`config.mk`:
```
export PLATFORM = sky130hd
export DESIGN_NAME = quad_step_tx
export DESIGN_NICKNAME = d
export VERILOG_FILES = /design/src/rtl/quad_step_tx.sv
export SDC_FILE = /design/constraint.sdc
export NUM_CORES = 1
export LEC_CHECK = 0
export ABC_AREA = 1
export BUFFER_PORTS_ARGS = -buffer_cell sky130_fd_sc_hd__buf_2
export CAP_MARGIN = 25
export CORE_MARGIN = 1.5
export CORE_UTILIZATION = 30
export CTS_BUF_LIST = sky130_fd_sc_hd__clkbuf_8
export DETAILED_ROUTE_END_ITERATION = 10
export PLACE_DENSITY = 0.49
export SYNTH_ARGS = -nofsm -noshare
export SYNTH_HDL_FRONTEND = slang
export SYNTH_SLANG_ARGS = --single-unit
```
`constraint.sdc`:
```
create_clock -name clk -period 4.1 [get_ports clk]
set_input_delay 0.41 -clock clk [delete_from_list [all_inputs] [get_ports clk]]
set_output_delay 0.41 -clock clk [all_outputs]
set_load 0.005 [all_outputs]
```
`src/rtl/quad_step_tx.sv`:
```
`default_nettype none
// +-----------------------------------------------------------------------+
// | Module  : quad_step_tx                                                |
// | Brief   : Quadrature step transmitter. Accepts left/right step        |
// |           requests over valid/ready and drives a Gray-coded qa/qb     |
// |           pair, holding each phase for DWELL cycles, with a running   |
// |           modulo-2^POS_W position count.                              |
// | Revision: 1.0 - initial release                                       |
// +-----------------------------------------------------------------------+
module quad_step_tx #(
   parameter logic [15:0] DWELL      = 16'd65535,
   parameter int          POS_W      = 8,
   parameter bit          ACTIVE_LOW = 1'b1
) (
   input  logic             clk,
   input  logic             rst,
   input  logic             step_valid,
   input  logic             step_dir,
   output logic             step_ready,
   output logic             qa,
   output logic             qb,
   output logic [POS_W-1:0] position,
   output logic             busy
);

   // Dwell counter reload: the phase is held for DWELL cycles, counting
   // DWELL-1 down to 0 inclusive.
   localparam logic [15:0] c_DWELL_LOAD = DWELL - 16'd1;

   typedef enum logic [0:0] {
      S_IDLE  = 1'b0,
      S_DWELL = 1'b1
   } state_t;

   state_t             r_state;
   state_t             w_state_nxt;
   logic               w_accept;
   logic [1:0]         r_ph;
   logic [1:0]         w_ph_nxt;
   logic [15:0]        r_cnt;
   logic [POS_W-1:0]   r_pos;
   logic               r_qa;
   logic               r_qb;

   // Gray stepping: right walks 00->01->11->10, left walks it backwards.
   // Each move flips exactly one bit of the phase.
   assign w_ph_nxt = step_dir ? {r_ph[0], ~r_ph[1]}
                              : {~r_ph[0], r_ph[1]};

   assign qa       = r_qa;
   assign qb       = r_qb;
   assign position = r_pos;

   // State register
   always_ff @(posedge clk) begin
      if (rst) r_state <= S_IDLE;
      else     r_state <= w_state_nxt;
   end

   // Next-state and handshake decode; ready depends on state only
   always_comb begin
      w_state_nxt = r_state;
      step_ready  = 1'b0;
      busy        = 1'b0;
      w_accept    = 1'b0;
      case (r_state)
         S_IDLE: begin
            step_ready = 1'b1;
            if (step_valid) begin
               w_accept    = 1'b1;
               w_state_nxt = S_DWELL;
            end
         end
         S_DWELL: begin
            busy = 1'b1;
            if (r_cnt == 16'd0) w_state_nxt = S_IDLE;
         end
         default: w_state_nxt = S_IDLE;
      endcase
   end

   // Phase, pins, position and dwell counter
   always_ff @(posedge clk) begin
      if (rst) begin
         r_ph  <= 2'b00;
         r_qa  <= ACTIVE_LOW;
         r_qb  <= ACTIVE_LOW;
         r_pos <= '0;
         r_cnt <= 16'd0;
      end else if (w_accept) begin
         r_ph  <= w_ph_nxt;
         r_qa  <= w_ph_nxt[1] ^ ACTIVE_LOW;
         r_qb  <= w_ph_nxt[0] ^ ACTIVE_LOW;
         r_pos <= step_dir ? (r_pos + POS_W'(1)) : (r_pos - POS_W'(1));
         r_cnt <= c_DWELL_LOAD;
      end else if ((r_state == S_DWELL) && (r_cnt != 16'd0)) begin
         r_cnt <= r_cnt - 16'd1;
      end
   end

endmodule
`default_nettype wire
```
Yosys cells after proc, flatten, opt, wreduce, memory -nomap -nowiden. Index checks and enable logic that the tools add are counted.

Word-level logic and storage cells: 30. Flip-flop bits (word level): 29. Output and inout port bits: 12. Input bits: 4.

$add $sub $neg: 3. Bitwise logic cells: 5. Reductions and logical operators: 5. Multiplexer cells: 10.

Operators by type and width (number): 16-bit 2-to-1 mux (2); 16-bit logical NOT (1); 16-bit nonzero test (1); 16-bit by 1-bit subtractor with 16-bit output (second input constant) (1); 8-bit by 1-bit adder with 8-bit output (second input constant) (1); 8-bit 2-to-1 mux (1); 8-bit by 1-bit subtractor with 8-bit output (second input constant) (1); 1-bit 2-to-1 mux (5); 1-bit inverter (5); 2-bit 2-to-1 mux (1); 1-bit case mux with 2 select lines (1); 2-bit nonzero test (1); 2-bit OR reduction (1); 1-bit logical AND (1).

Logic depth before layout (Yosys ltp). Gate-level depths: netlist (run 1).

Word-level depth: 4. Mapped depth: 11. Depth with buffers taken out: 11.

Worst setup path before layout (run 1). OpenSTA, ideal clock, no wires.

Path type: input -> register. From: input step_dir. To: register r_pos[6] (netlist: position[6]). Buffers on the path: 0. Library setup time: 0.058 ns. Required time: 4.042 ns. Cell stages on the path: 8. Arrival: 1.556 ns. Slack: 2.486 ns. Path through: inv_1 ha_1 a21oi_1 or2_2 nand3_1 nor2_1 nand3b_1 nand2_1.

Cells in the longest elaborated chain, start to end: 1.

Ends and longest elaborated chain: start: declaration (line 18) `input logic step_dir,`; 8-bit 2-to-1 mux (line 94) `r_pos <= step_dir ? (r_pos + POS_W'(1)) : (r_pos - POS_W'(1));`; end signal: assignment (line 94); end: declaration (line 41) `logic [POS_W-1:0] r_pos;`.

Every way passes these cells. A chain may end at the register's enable or synchronous reset.

Final worst setup path (run 1).
From: register r_state. To: register r_pos[4] (netlist: position[4]).

Cells in the longest elaborated chain, start to end: 1.

Ends and longest elaborated chain: start: declaration (line 35) `state_t r_state;`; start signal: assignment (line 57) `else r_state <= w_state_nxt;`; 1-bit 2-to-1 mux (line 66) `case (r_state)`.

Every way passes these cells.

==> results.sh, run 1 <==
export IMPL_dr_first_iter_drc_count=69
export IMPL_num_antenna_cells=0
export IMPL_synth_cell_area_mm2=0.00190
export IMPL_synth_warnings=0
export IMPL_adder_and_majority_gate_portion_of_the_synthesized_area_pct=5.67
export IMPL_criticalPathCategory="flop to flop"
export IMPL_grt_pass1_wl_um=7510
export IMPL_power_leakage_uw=0.00107
export IMPL_global_route_overflow_total=0
export IMPL_floorplan_io_pins=16
export IMPL_reg_to_reg_startpoint="r_state"
export IMPL_total_power_uw=900
export IMPL_clock_tree_buffer_depth=2
export IMPL_post_cts_resize_count=0
export IMPL_filler_cell_count=680
export IMPL_compound_gate_portion_of_the_synthesized_area_pct=9.23
export IMPL_fraction_of_synthesized_cell_area_taken_by_the_top_area_cell_type_pct=30.6
export IMPL_timing_final_max_slew_violations=0
export IMPL_total_nets_final=309
export IMPL_final_setup_viol_count=0
export IMPL_worst_hold_path_type="input pin to flop"
export IMPL_gp_congestion=0.823
export IMPL_clockRootBuffer="sky130_fd_sc_hd__clkbuf_8"
export IMPL_post_drt_wl_per_cell_um=11.5
export IMPL_clkLatencyLatePin_ns=0.28
export IMPL_worst_ir_drop_vdd_v=0.000166
export IMPL_max_slew_margin_rel_pct=65.1
export IMPL_synth_top_family_by_area="simple AND/OR/NAND/NOR gates"
export IMPL_timing_clock_skew_ns=0.00400
export IMPL_pwrdens_mw_per_mm2=421
export IMPL_seqCellArea_um2=581
export IMPL_timing_hold_worst_start="rst"
export IMPL_grt_antenna_before_repair=0
export IMPL_clock_fmax_mhz=542
export IMPL_worst_setup_hold_path_clk_slew_ns=0.07
export IMPL_post_synth_num_cell_types=34
export IMPL_all_layer_global_routing_usage_pct=14.7
export IMPL_first_global_vias=1646
export IMPL_critical_path_peak_fanout=23
export IMPL_yosys_mux_area_fraction_pct=0
export IMPL_final_antenna_net_count=0
export IMPL_drive_above_1_share_pct=15.1
export IMPL_yosysTopAreaCell="sky130_fd_sc_hd__dfxtp_1"
export IMPL_cts_num_sinks=29
export IMPL_totalNegativeSetupSlack_ns=0
export IMPL_detail_route_first_pass_iterations=4
export IMPL_die_area_mm2=0.00681
export IMPL_timing_hold_violations_final=0
export IMPL_netlist_top_cells_area="sky130_fd_sc_hd__dfxtp_1 (31%), sky130_fd_sc_hd__nand2_1 (14%), sky130_fd_sc_hd__inv_1 (7.3%), sky130_fd_sc_hd__nand3_1 (7.1%), sky130_fd_sc_hd__nor2_1 (7.1%)"
export IMPL_drcViolationCount=0
export IMPL_syn_instance_count=280
export IMPL_floorplan_die_height_um=82.5
export IMPL_synth_xor_xnor_area_share_pct=3.23
export IMPL_timing_critical_path_arrival_ns=2.08
export IMPL_area_delta_synth_final_pct=12.5
export IMPL_initial_utilization_pct=31.5
export IMPL_layout_min_cycle_time_ns=1.85
export IMPL_yosys_area_share_simple_pct=40.8
export IMPL_maxCapViolCount=0
export IMPL_critPathLaunch="r_state"
export IMPL_floorplan_die_width_um=82.5
export IMPL_tightest_slew_ns=0.521
export IMPL_place_detailed_hpwl_um=3200
export IMPL_status="finished clean"
export IMPL_cts_tree="built"
export IMPL_synth_yosys_seq_area_share_pct=30.6
export IMPL_io_buffers=15
export IMPL_drt_total_wl_um=4280
export IMPL_placeableCoreArea_mm2=0.00603
export IMPL_critPathRequiredTime_ns=4.33
export IMPL_ys_ff_latch=29
export IMPL_min_period_over_period_pct=45.0
export IMPL_cts_hold_repair_buffers=0
export IMPL_synth_nets=292
export IMPL_critPathLaunchType="flop"
export IMPL_multi_input_gate_area_mm2=0.00112
export IMPL_grt_max_degree=24
export IMPL_crit_path_end_kind="flop"
export IMPL_post_drt_via_cell_ratio=4.58
export IMPL_postCtsSetupBuffers=0
export IMPL_routed_via_count=1707
export IMPL_syn_avg_cell_area_um2=6.77
export IMPL_setup_repair_after_global_routing_missed_its_margin="false"
export IMPL_std_cell_rows=28
export IMPL_cts_inserted_buffers=5
export IMPL_htree_levels=2
## synth_stat cells
master                     number
sky130_fd_sc_hd__nor2_4         3
sky130_fd_sc_hd__nor2_8         1
sky130_fd_sc_hd__clkbuf_1       1
sky130_fd_sc_hd__nand3_1       27
sky130_fd_sc_hd__or2_2          1
sky130_fd_sc_hd__nand2_1       71
sky130_fd_sc_hd__xnor2_1        4
sky130_fd_sc_hd__o211a_1        1
sky130_fd_sc_hd__inv_2          2
sky130_fd_sc_hd__buf_6          2
sky130_fd_sc_hd__nand2_2        3
sky130_fd_sc_hd__inv_1         37
sky130_fd_sc_hd__a21oi_2        1
sky130_fd_sc_hd__nand2_4        3
sky130_fd_sc_hd__buf_2          1
sky130_fd_sc_hd__or2_0          1
sky130_fd_sc_hd__nor2_2         2
sky130_fd_sc_hd__a21oi_1       13
sky130_fd_sc_hd__and2_1         1
sky130_fd_sc_hd__dfxtp_1       29
sky130_fd_sc_hd__a22o_1         1
sky130_fd_sc_hd__a21o_1         1
sky130_fd_sc_hd__fa_1           1
sky130_fd_sc_hd__o21bai_1       1
sky130_fd_sc_hd__o21ai_1        1
sky130_fd_sc_hd__o21a_1         1
sky130_fd_sc_hd__xor2_1         3
sky130_fd_sc_hd__nand3b_1       2
sky130_fd_sc_hd__nand3_2        6
sky130_fd_sc_hd__nand4_1        4
sky130_fd_sc_hd__buf_12         1
sky130_fd_sc_hd__o21ai_0       11
sky130_fd_sc_hd__ha_1           7
sky130_fd_sc_hd__nor2_1        36
## cell type report
class | instances | share of cell area, %
Tap cell | 75 | 4.40
Sequential cell | 29 | 27.2
Multi-Input combinational cell | 207 | 52.4
Timing Repair Buffer | 15 | 3.52
Inverter | 39 | 6.86
Clock buffer | 6 | 3.87
Clock inverter | 2 | 1.76
## cells in the final DEF (no fill, tap or decap), types with 2 or more instances in the layout
master                     synthesis  layout
sky130_fd_sc_hd__a21oi_1          13      13
sky130_fd_sc_hd__buf_2             1      15
sky130_fd_sc_hd__clkbuf_8          0       6
sky130_fd_sc_hd__dfxtp_1          29      29
sky130_fd_sc_hd__ha_1              7       7
sky130_fd_sc_hd__inv_1            37      37
sky130_fd_sc_hd__inv_2             2       2
sky130_fd_sc_hd__nand2_1          71      71
sky130_fd_sc_hd__nand2_2           3       3
sky130_fd_sc_hd__nand2_4           3       3
sky130_fd_sc_hd__nand3_1          27      27
sky130_fd_sc_hd__nand3_2           6       6
sky130_fd_sc_hd__nand3b_1          2       2
sky130_fd_sc_hd__nand4_1           4       4
sky130_fd_sc_hd__nor2_1           36      36
sky130_fd_sc_hd__nor2_2            2       2
sky130_fd_sc_hd__nor2_4            3       3
sky130_fd_sc_hd__o21ai_0          11      11
sky130_fd_sc_hd__xnor2_1           4       4
sky130_fd_sc_hd__xor2_1            3       3
## cells by family (layout without fill, tap and decap cells)
family / after synthesis / in the layout
xor+xnor: 7 / 7
simple gates: 161 / 161
flops: 29 / 29
fa+ha+maj: 8 / 8
buf+inv: 44 / 62
compound gates: 31 / 31
## registers in the layout, summed over array words and instances, names as in the netlist
name and count:
qa 1, r_ph 2, qb 1, r_cnt 16, r_state 1, position 8
## where the power goes
part,internal (uW),switching (uW)
Sequential,312,33.0
Combinational,90.1,149
Clock,197,118
Total,600,300
## per-layer routing
layer | wire [um] | global-route usage, % | part of all wire, %
met1 | 2140 | 18.6 | 50
met2 | 1950 | 24.6 | 46
met3 | 120 | 2.97 | 2.8
met4 | 72 | 5.50 | 1.7
met5 | 0 | 0 | 0
## final timing paths
| check | cells past startpoint | slack, ns | end |
|---|---|---|---|
| worst max-delay path | 7 | 2.25 | position[4] |
| worst min register to register | 2 | 0.47 | position[4] |
| worst max register to register | 7 | 2.25 | position[4] |
| worst min-delay path | 2 | 0.44 | r_cnt[4] |
## worst max-delay path, stage by stage (launching register included)
cell and delay [ns]:
sky130_fd_sc_hd__dfxtp_1 0.40, sky130_fd_sc_hd__inv_1 0.15, sky130_fd_sc_hd__nand2_2 0.32, sky130_fd_sc_hd__nor2_1 0.47
sky130_fd_sc_hd__inv_1 0.17, sky130_fd_sc_hd__a21oi_1 0.13, sky130_fd_sc_hd__o21ai_0 0.09, sky130_fd_sc_hd__nand2_1 0.06
## through the flow
stage | std cells | hold WS, ns | worst slack (ns) | util (%) | instance area (um^2)
after global routing | 373 | 0.467 | 2.01 | 35.4 | 2130
after detailed placement | 365 | 0.452 | 2.16 | 33.4 | 2010
after CTS | 373 | 0.445 | 2.23 | 35.4 | 2130
after floorplan | 280 | 0.451 | 2.49 | - | 1900
after global placement | 365 | 0.467 | 2.17 | 33.4 | 2010
final | 373 | 0.442 | 2.25 | 35.4 | 2130
Note: power is estimated with default switching activity, not from simulation.
==> run 2: changes to the inputs <==
--- a/config.mk
+++ b/config.mk
@@ -12,7 +12,7 @@
 export CORE_UTILIZATION = 30
 export CTS_BUF_LIST = sky130_fd_sc_hd__clkbuf_8
 export DETAILED_ROUTE_END_ITERATION = 10
-export PLACE_DENSITY = 0.49
+export PLACE_DENSITY = 0.5
 export SYNTH_ARGS = -nofsm -noshare
 export SYNTH_HDL_FRONTEND = slang
 export SYNTH_SLANG_ARGS = --single-unit
==> constraint.sdc (replaced) <==
create_clock -name clk -period 1.6 [get_ports clk]
set_input_delay 0.16 -clock clk [delete_from_list [all_inputs] [get_ports clk]]
set_output_delay 0.16 -clock clk [all_outputs]
set_load 0.005 [all_outputs]
==> run 2 against run 1 <==
- register-to-register slack got worse by 2.1 ns
- largest cell class unchanged
- fmax up 25%
- first-iteration DRC count is 32% higher
- global-route usage about the same
- sequential power increased to 2.5 times the previous value
- cell count is 4.3% higher
- flip-flop and latch count stayed put
==> results.sh, run 2 (synthesis results as in run 1) <==
export IMPL_status="finished clean"
export IMPL_post_drt_wl_per_cell_um=11.6
export IMPL_pwrdens_mw_per_mm2=1040
export IMPL_max_slew_margin_rel_pct=67.4
export IMPL_layout_min_cycle_time_ns=1.48
export IMPL_final_design_area_no_fill_mm2=0.00230
export IMPL_htree_levels=2
export IMPL_std_cell_rows=28
export IMPL_post_drt_via_cell_ratio=4.51
export IMPL_total_nets_final=325
export IMPL_num_antenna_cells=0
export IMPL_ff2ff_setup_slack_ns=0.12
export IMPL_worst_ir_drop_vdd_v=0.000447
export IMPL_slowest_delay_ns=0.33
export IMPL_largest_register_ff_count=16
export IMPL_placeableCoreArea_mm2=0.00603
export IMPL_cp_top_family="simple AND/OR/NAND/NOR gates"
export IMPL_timing_critical_path_arrival_ns=1.72
export IMPL_final_setup_viol_count=0
export IMPL_cts_inserted_buffers=5
export IMPL_clock_tree_buffer_depth=2
export IMPL_final_antenna_net_count=0
export IMPL_routed_via_count=1755
export IMPL_path_cells="inv_1 > ha_2 > nand2_4 > nor2_8 > nand2_4 > nand2_8 > buf_12 > nand3_2 > nand3_1 > nand2_1 > inv_1"
export IMPL_critPathLaunchType="flop"
export IMPL_place_detailed_hpwl_um=3250
export IMPL_final_common_cell="sky130_fd_sc_hd__nand2_1"
export IMPL_drt_total_wl_um=4500
export IMPL_critical_path_slowest_cell="sky130_fd_sc_hd__dfxtp_2"
export IMPL_critPathRequiredTime_ns=1.84
export IMPL_grt_antenna_before_repair=0
export IMPL_placedInstanceArea_mm2=0.00214
export IMPL_hold_depth=2
export IMPL_filler_cell_count=648
export IMPL_min_period_over_period_pct=92.6
export IMPL_detail_route_first_pass_iterations=4
export IMPL_regMostFlops="r_cnt"
export IMPL_floorplan_io_pins=16
export IMPL_maxCapViolCount=0
export IMPL_timing_final_max_slew_violations=0
export IMPL_total_power_uw=2400
export IMPL_critical_path_peak_fanout=8
export IMPL_power_leakage_uw=0.00116
export IMPL_floorplan_die_height_um=82.5
export IMPL_drive_above_1_share_pct=20.4
export IMPL_grt_max_degree=15
export IMPL_cp_buffers_inverters=3
export IMPL_crit_path_end_kind="flop"
export IMPL_initial_utilization_pct=31.5
export IMPL_gp_congestion=0.847
export IMPL_timing_clock_skew_ns=0.00493
export IMPL_dr_first_iter_drc_count=91
export IMPL_floorplan_die_width_um=82.5
export IMPL_drcViolationCount=0
export IMPL_mostFrequentLayoutCells="sky130_fd_sc_hd__nand2_1 (71), sky130_fd_sc_hd__inv_1 (38), sky130_fd_sc_hd__nor2_1 (36)"
export IMPL_all_layer_global_routing_usage_pct=14.8
export IMPL_first_global_vias=1580
export IMPL_timing_critical_path_depth=11
export IMPL_area_delta_synth_final_pct=21.3
export IMPL_clockRootBuffer="sky130_fd_sc_hd__clkbuf_8"
export IMPL_cts_hold_repair_buffers=0
export IMPL_grt_pass1_wl_um=7440
export IMPL_tightest_slew_ns=0.489
export IMPL_worstRegToRegCells=11
export IMPL_cts_num_sinks=29
export IMPL_die_area_mm2=0.00681
export IMPL_global_route_overflow_total=0
export IMPL_worst_setup_hold_path_clk_slew_ns=0.07
export IMPL_cts_tree="built"
export IMPL_clkLatencyLatePin_ns=0.29
export IMPL_clock_fmax_mhz=675
export IMPL_worst_hold_path_type="input pin to flop"
export IMPL_criticalPathCategory="flop to flop"
export IMPL_timing_hold_violations_final=0
export IMPL_io_buffers=15
export IMPL_core_occupancy_in_the_finished_layout_pct=38.2
[run 2: worst reg2reg max path: cells and delay by family (launching register included)]
kind / cells / cell delay (ns)
AND/OR/NAND/NOR: 7 / 0.63
flip-flops: 1 / 0.33
buffers and inverters: 3 / 0.27
adder cells (fa/ha/maj): 1 / 0.21
[run 2: what timing repair did]
action,CTS,global route
setup endpoints to repair,0,13
resized for setup,0,5
hold endpoints to repair,0,0
buffers inserted,0,1
[run 2: routing by layer]
layer / GRT usage [%] / vias up / wire (um)
met1: 19.7 / 776 / 2290
met3: 4.29 / 5 / 136
li1: - / 953 / -
met5: 0 / - / 0
met2: 23.1 / 21 / 2020
met4: 4.00 / 0 / 48
[run 2: layout make-up]
type / instances / area (um^2) / area share [%]
Multi-Input combinational cell: 207 / 1150 / 50.2
Sequential cell: 29 / 582 / 25.3
Timing Repair Buffer: 31 / 208 / 9.03
Inverter: 39 / 146 / 6.36
Tap cell: 75 / 93.8 / 4.08
Clock buffer: 6 / 82.6 / 3.59
Clock inverter: 2 / 33.8 / 1.47
[run 2: per-stage QoR]
| step | TNS [ns] | worst slack, ns | cells | hold slack (ns) |
|---|---|---|---|---|
| floorplan | 0 | 0.0874 | 280 | 0.365 |
| global placement | 0 | 0.0418 | 380 | 0.457 |
| detailed placement | 0 | 0.0204 | 380 | 0.455 |
| CTS | 0 | 0.0610 | 388 | 0.206 |
| global route | -0.0651 | -0.0309 | 389 | 0.217 |
| finish | 0 | 0.119 | 389 | 0.207 |
[run 2: final timing paths]
kind,start,endpoint
max,r_cnt[0],r_cnt[9]
min,rst,r_cnt[3]
max reg2reg,r_cnt[0],r_cnt[9]
min reg2reg,position[6],position[6]
[run 2: power by group]
part,internal (uW),switching (uW)
logic,298,414
clock network,501,306
registers,801,74.9
==> run 3: changes to the inputs <==
--- a/config.mk
+++ b/config.mk
@@ -12,7 +12,7 @@
 export CORE_UTILIZATION = 30
 export CTS_BUF_LIST = sky130_fd_sc_hd__clkbuf_8
 export DETAILED_ROUTE_END_ITERATION = 10
-export PLACE_DENSITY = 0.5
+export PLACE_DENSITY = 0.49
 export SYNTH_ARGS = -nofsm -noshare
 export SYNTH_HDL_FRONTEND = slang
 export SYNTH_SLANG_ARGS = --single-unit
==> constraint.sdc (replaced) <==
create_clock -name clk -period 1.85 [get_ports clk]
set_input_delay 0.2775 -clock clk [delete_from_list [all_inputs] [get_ports clk]]
set_output_delay 0.2775 -clock clk [all_outputs]
set_load 0.005 [all_outputs]
==> run 3 against run 2 <==
- flip-flop and latch count stayed put
- clock skew is essentially flat
- sequential power decreased by 13%
- critical path depth stayed put
- combinational power is 22% lower
- non-clock buffer count down 10
- critical path type unchanged
==> results.sh, run 3 (synthesis results as in run 1) <==
export IMPL_reg_to_reg_startpoint="r_cnt[0]"
export IMPL_total_power_uw=1910
export IMPL_cts_num_sinks=29
export IMPL_post_cts_resize_count=0
export IMPL_final_setup_viol_count=0
export IMPL_clkPwrFrac_pct=31.0
export IMPL_drt_total_wl_um=4390
export IMPL_dr_first_iter_drc_count=68
export IMPL_initial_utilization_pct=31.5
export IMPL_core_occupancy_in_the_finished_layout_pct=36.1
export IMPL_drive_above_1_share_pct=16.8
export IMPL_tightest_slew_ns=0.490
export IMPL_grt_max_degree=18
export IMPL_critical_path_reg2reg_endpoint="r_cnt[9]"
export IMPL_clkLatencyLatePin_ns=0.29
export IMPL_clock_tree_buffer_depth=2
export IMPL_routed_via_count=1741
export IMPL_criticalPathCategory="flop to flop"
export IMPL_place_detailed_hpwl_um=3280
export IMPL_floorplan_die_height_um=82.5
export IMPL_setup_repair_after_global_routing_missed_its_margin="false"
export IMPL_timing_clock_skew_ns=0.00508
export IMPL_post_drt_wl_per_cell_um=11.6
export IMPL_layout_min_cycle_time_ns=1.58
export IMPL_timing_critical_path_arrival_ns=1.81
export IMPL_worst_setup_hold_path_clk_slew_ns=0.06
export IMPL_pwrdens_mw_per_mm2=881
export IMPL_placeableCoreArea_mm2=0.00603
export IMPL_seq_power_share_pct=39.8
export IMPL_min_period_over_period_pct=85.4
export IMPL_floorplan_die_width_um=82.5
export IMPL_ff2ff_setup_slack_ns=0.27
export IMPL_std_cell_rows=28
export IMPL_critical_path_peak_fanout=7
export IMPL_power_leakage_uw=0.00111
export IMPL_worstRegToRegCells=11
export IMPL_final_common_cell="sky130_fd_sc_hd__nand2_1"
export IMPL_mostFrequentLayoutCells="sky130_fd_sc_hd__nand2_1 (71), sky130_fd_sc_hd__inv_1 (37), sky130_fd_sc_hd__nor2_1 (36)"
export IMPL_max_slew_margin_rel_pct=67.3
export IMPL_global_route_overflow_total=0
export IMPL_sw_share_pct=34.8
export IMPL_gp_congestion=0.824
export IMPL_crit_path_end_kind="flop"
export IMPL_first_global_vias=1663
export IMPL_filler_cell_count=677
export IMPL_timing_final_max_slew_violations=0
export IMPL_worst_hold_path_type="input pin to flop"
export IMPL_num_antenna_cells=0
export IMPL_worst_ir_drop_vdd_v=0.000413
export IMPL_io_buffers=15
export IMPL_grt_pass1_wl_um=7620
export IMPL_timing_critical_path_to="r_cnt[9]"
export IMPL_area_delta_synth_final_pct=14.6
export IMPL_post_drt_via_cell_ratio=4.59
export IMPL_clock_fmax_mhz=633
export IMPL_floorplan_io_pins=16
export IMPL_die_area_mm2=0.00681
export IMPL_clockRootBuffer="sky130_fd_sc_hd__clkbuf_8"
export IMPL_postCtsSetupBuffers=0
export IMPL_final_antenna_net_count=0
export IMPL_maxCapViolCount=0
export IMPL_detail_route_first_pass_iterations=4
export IMPL_grt_antenna_before_repair=0
export IMPL_timing_hold_violations_final=0
export IMPL_power_switching_uw=667
export IMPL_totalNegativeSetupSlack_ns=0
export IMPL_cellInternalPower_uw=1250
export IMPL_cts_hold_repair_buffers=0
export IMPL_pwr_share_comb_pct=29.2
export IMPL_cts_inserted_buffers=5
export IMPL_all_layer_global_routing_usage_pct=14.9
export IMPL_status="finished clean"
export IMPL_critPathLaunchType="flop"
export IMPL_drcViolationCount=0
export IMPL_cts_tree="built"
export IMPL_largest_register_ff_count=16
export IMPL_critPathRequiredTime_ns=2.08
export IMPL_critPathLaunch="r_cnt[0]"
export IMPL_regMostFlops="r_cnt"
export IMPL_total_nets_final=315
export IMPL_htree_levels=2
[run 3: cell types whose count changed in the layout (fill, tap and decap cells not counted), sizes merged]
cell | previous run | this run
buf | 31 | 21
bufinv | 1 | 0
clkbuf | 6 | 7
clkinv | 0 | 1
inv | 40 | 39
[run 3: final cells by class]
cell class / count / area, um^2 / area share [%]
clock buffers: 7 / 96.3 / 4.43
clock inverters: 1 / 5.00 / 0.230
inverters: 39 / 146 / 6.74
multi-input cells: 207 / 1120 / 51.5
flip-flops and latches: 29 / 581 / 26.7
well taps: 75 / 93.8 / 4.32
repair buffers: 21 / 133 / 6.10
[run 3: power by group through the flow]
stage	combinational, uW	sequential [uW]	clock (uW)
after floorplan	430	766	0
after global placement	558	775	0
after detailed placement	563	776	0
after CTS	565	762	608
after global routing	648	773	636
final	559	762	594
[run 3: per-layer routing]
layer	vias up	global-route usage [%]	part of all wire, %
li1	933	-	-
met1	776	17.5	48
met2	28	26.1	48
met3	4	4.29	3.5
met4	0	4.50	1.0
met5	-	0	0
[run 3: per-stage QoR]
stage          cells  setup WS (ns)  hold slack, ns  cell area [um^2]
3_5_place_dp     371         0.0549           0.456              2070
4_1_cts          379          0.255           0.323              2170
5_1_grt          379          0.125           0.342              2170
6_report         379          0.270           0.321              2170
3_3_place_gp     371          0.112           0.452              2070
2_1_floorplan    280          0.337           0.451              1900
[run 3: critical path: stages, from the launching register on]
cell	delay (ns)
sky130_fd_sc_hd__dfxtp_1	0.32
sky130_fd_sc_hd__inv_1	0.12
sky130_fd_sc_hd__ha_1	0.23
sky130_fd_sc_hd__nand2_4	0.11
sky130_fd_sc_hd__nor2_8	0.15
sky130_fd_sc_hd__nand2_4	0.08
sky130_fd_sc_hd__nand2_4	0.11
sky130_fd_sc_hd__buf_12	0.14
sky130_fd_sc_hd__nand3_2	0.05
sky130_fd_sc_hd__nand3_1	0.08
sky130_fd_sc_hd__nand2_1	0.06
sky130_fd_sc_hd__inv_1	0.06
[run 3: how the worst min path moves through the flow]
stage	from	end	slack, ns	depth (start not counted)
floorplan	r_ph[0]	r_ph[0]	0.45	2
global placement	qb	qb	0.45	1
detailed placement	qb	qb	0.46	1
CTS	rst	r_cnt[3]	0.32	2
global route	rst	r_state	0.34	2
finish	rst	r_cnt[3]	0.32	2
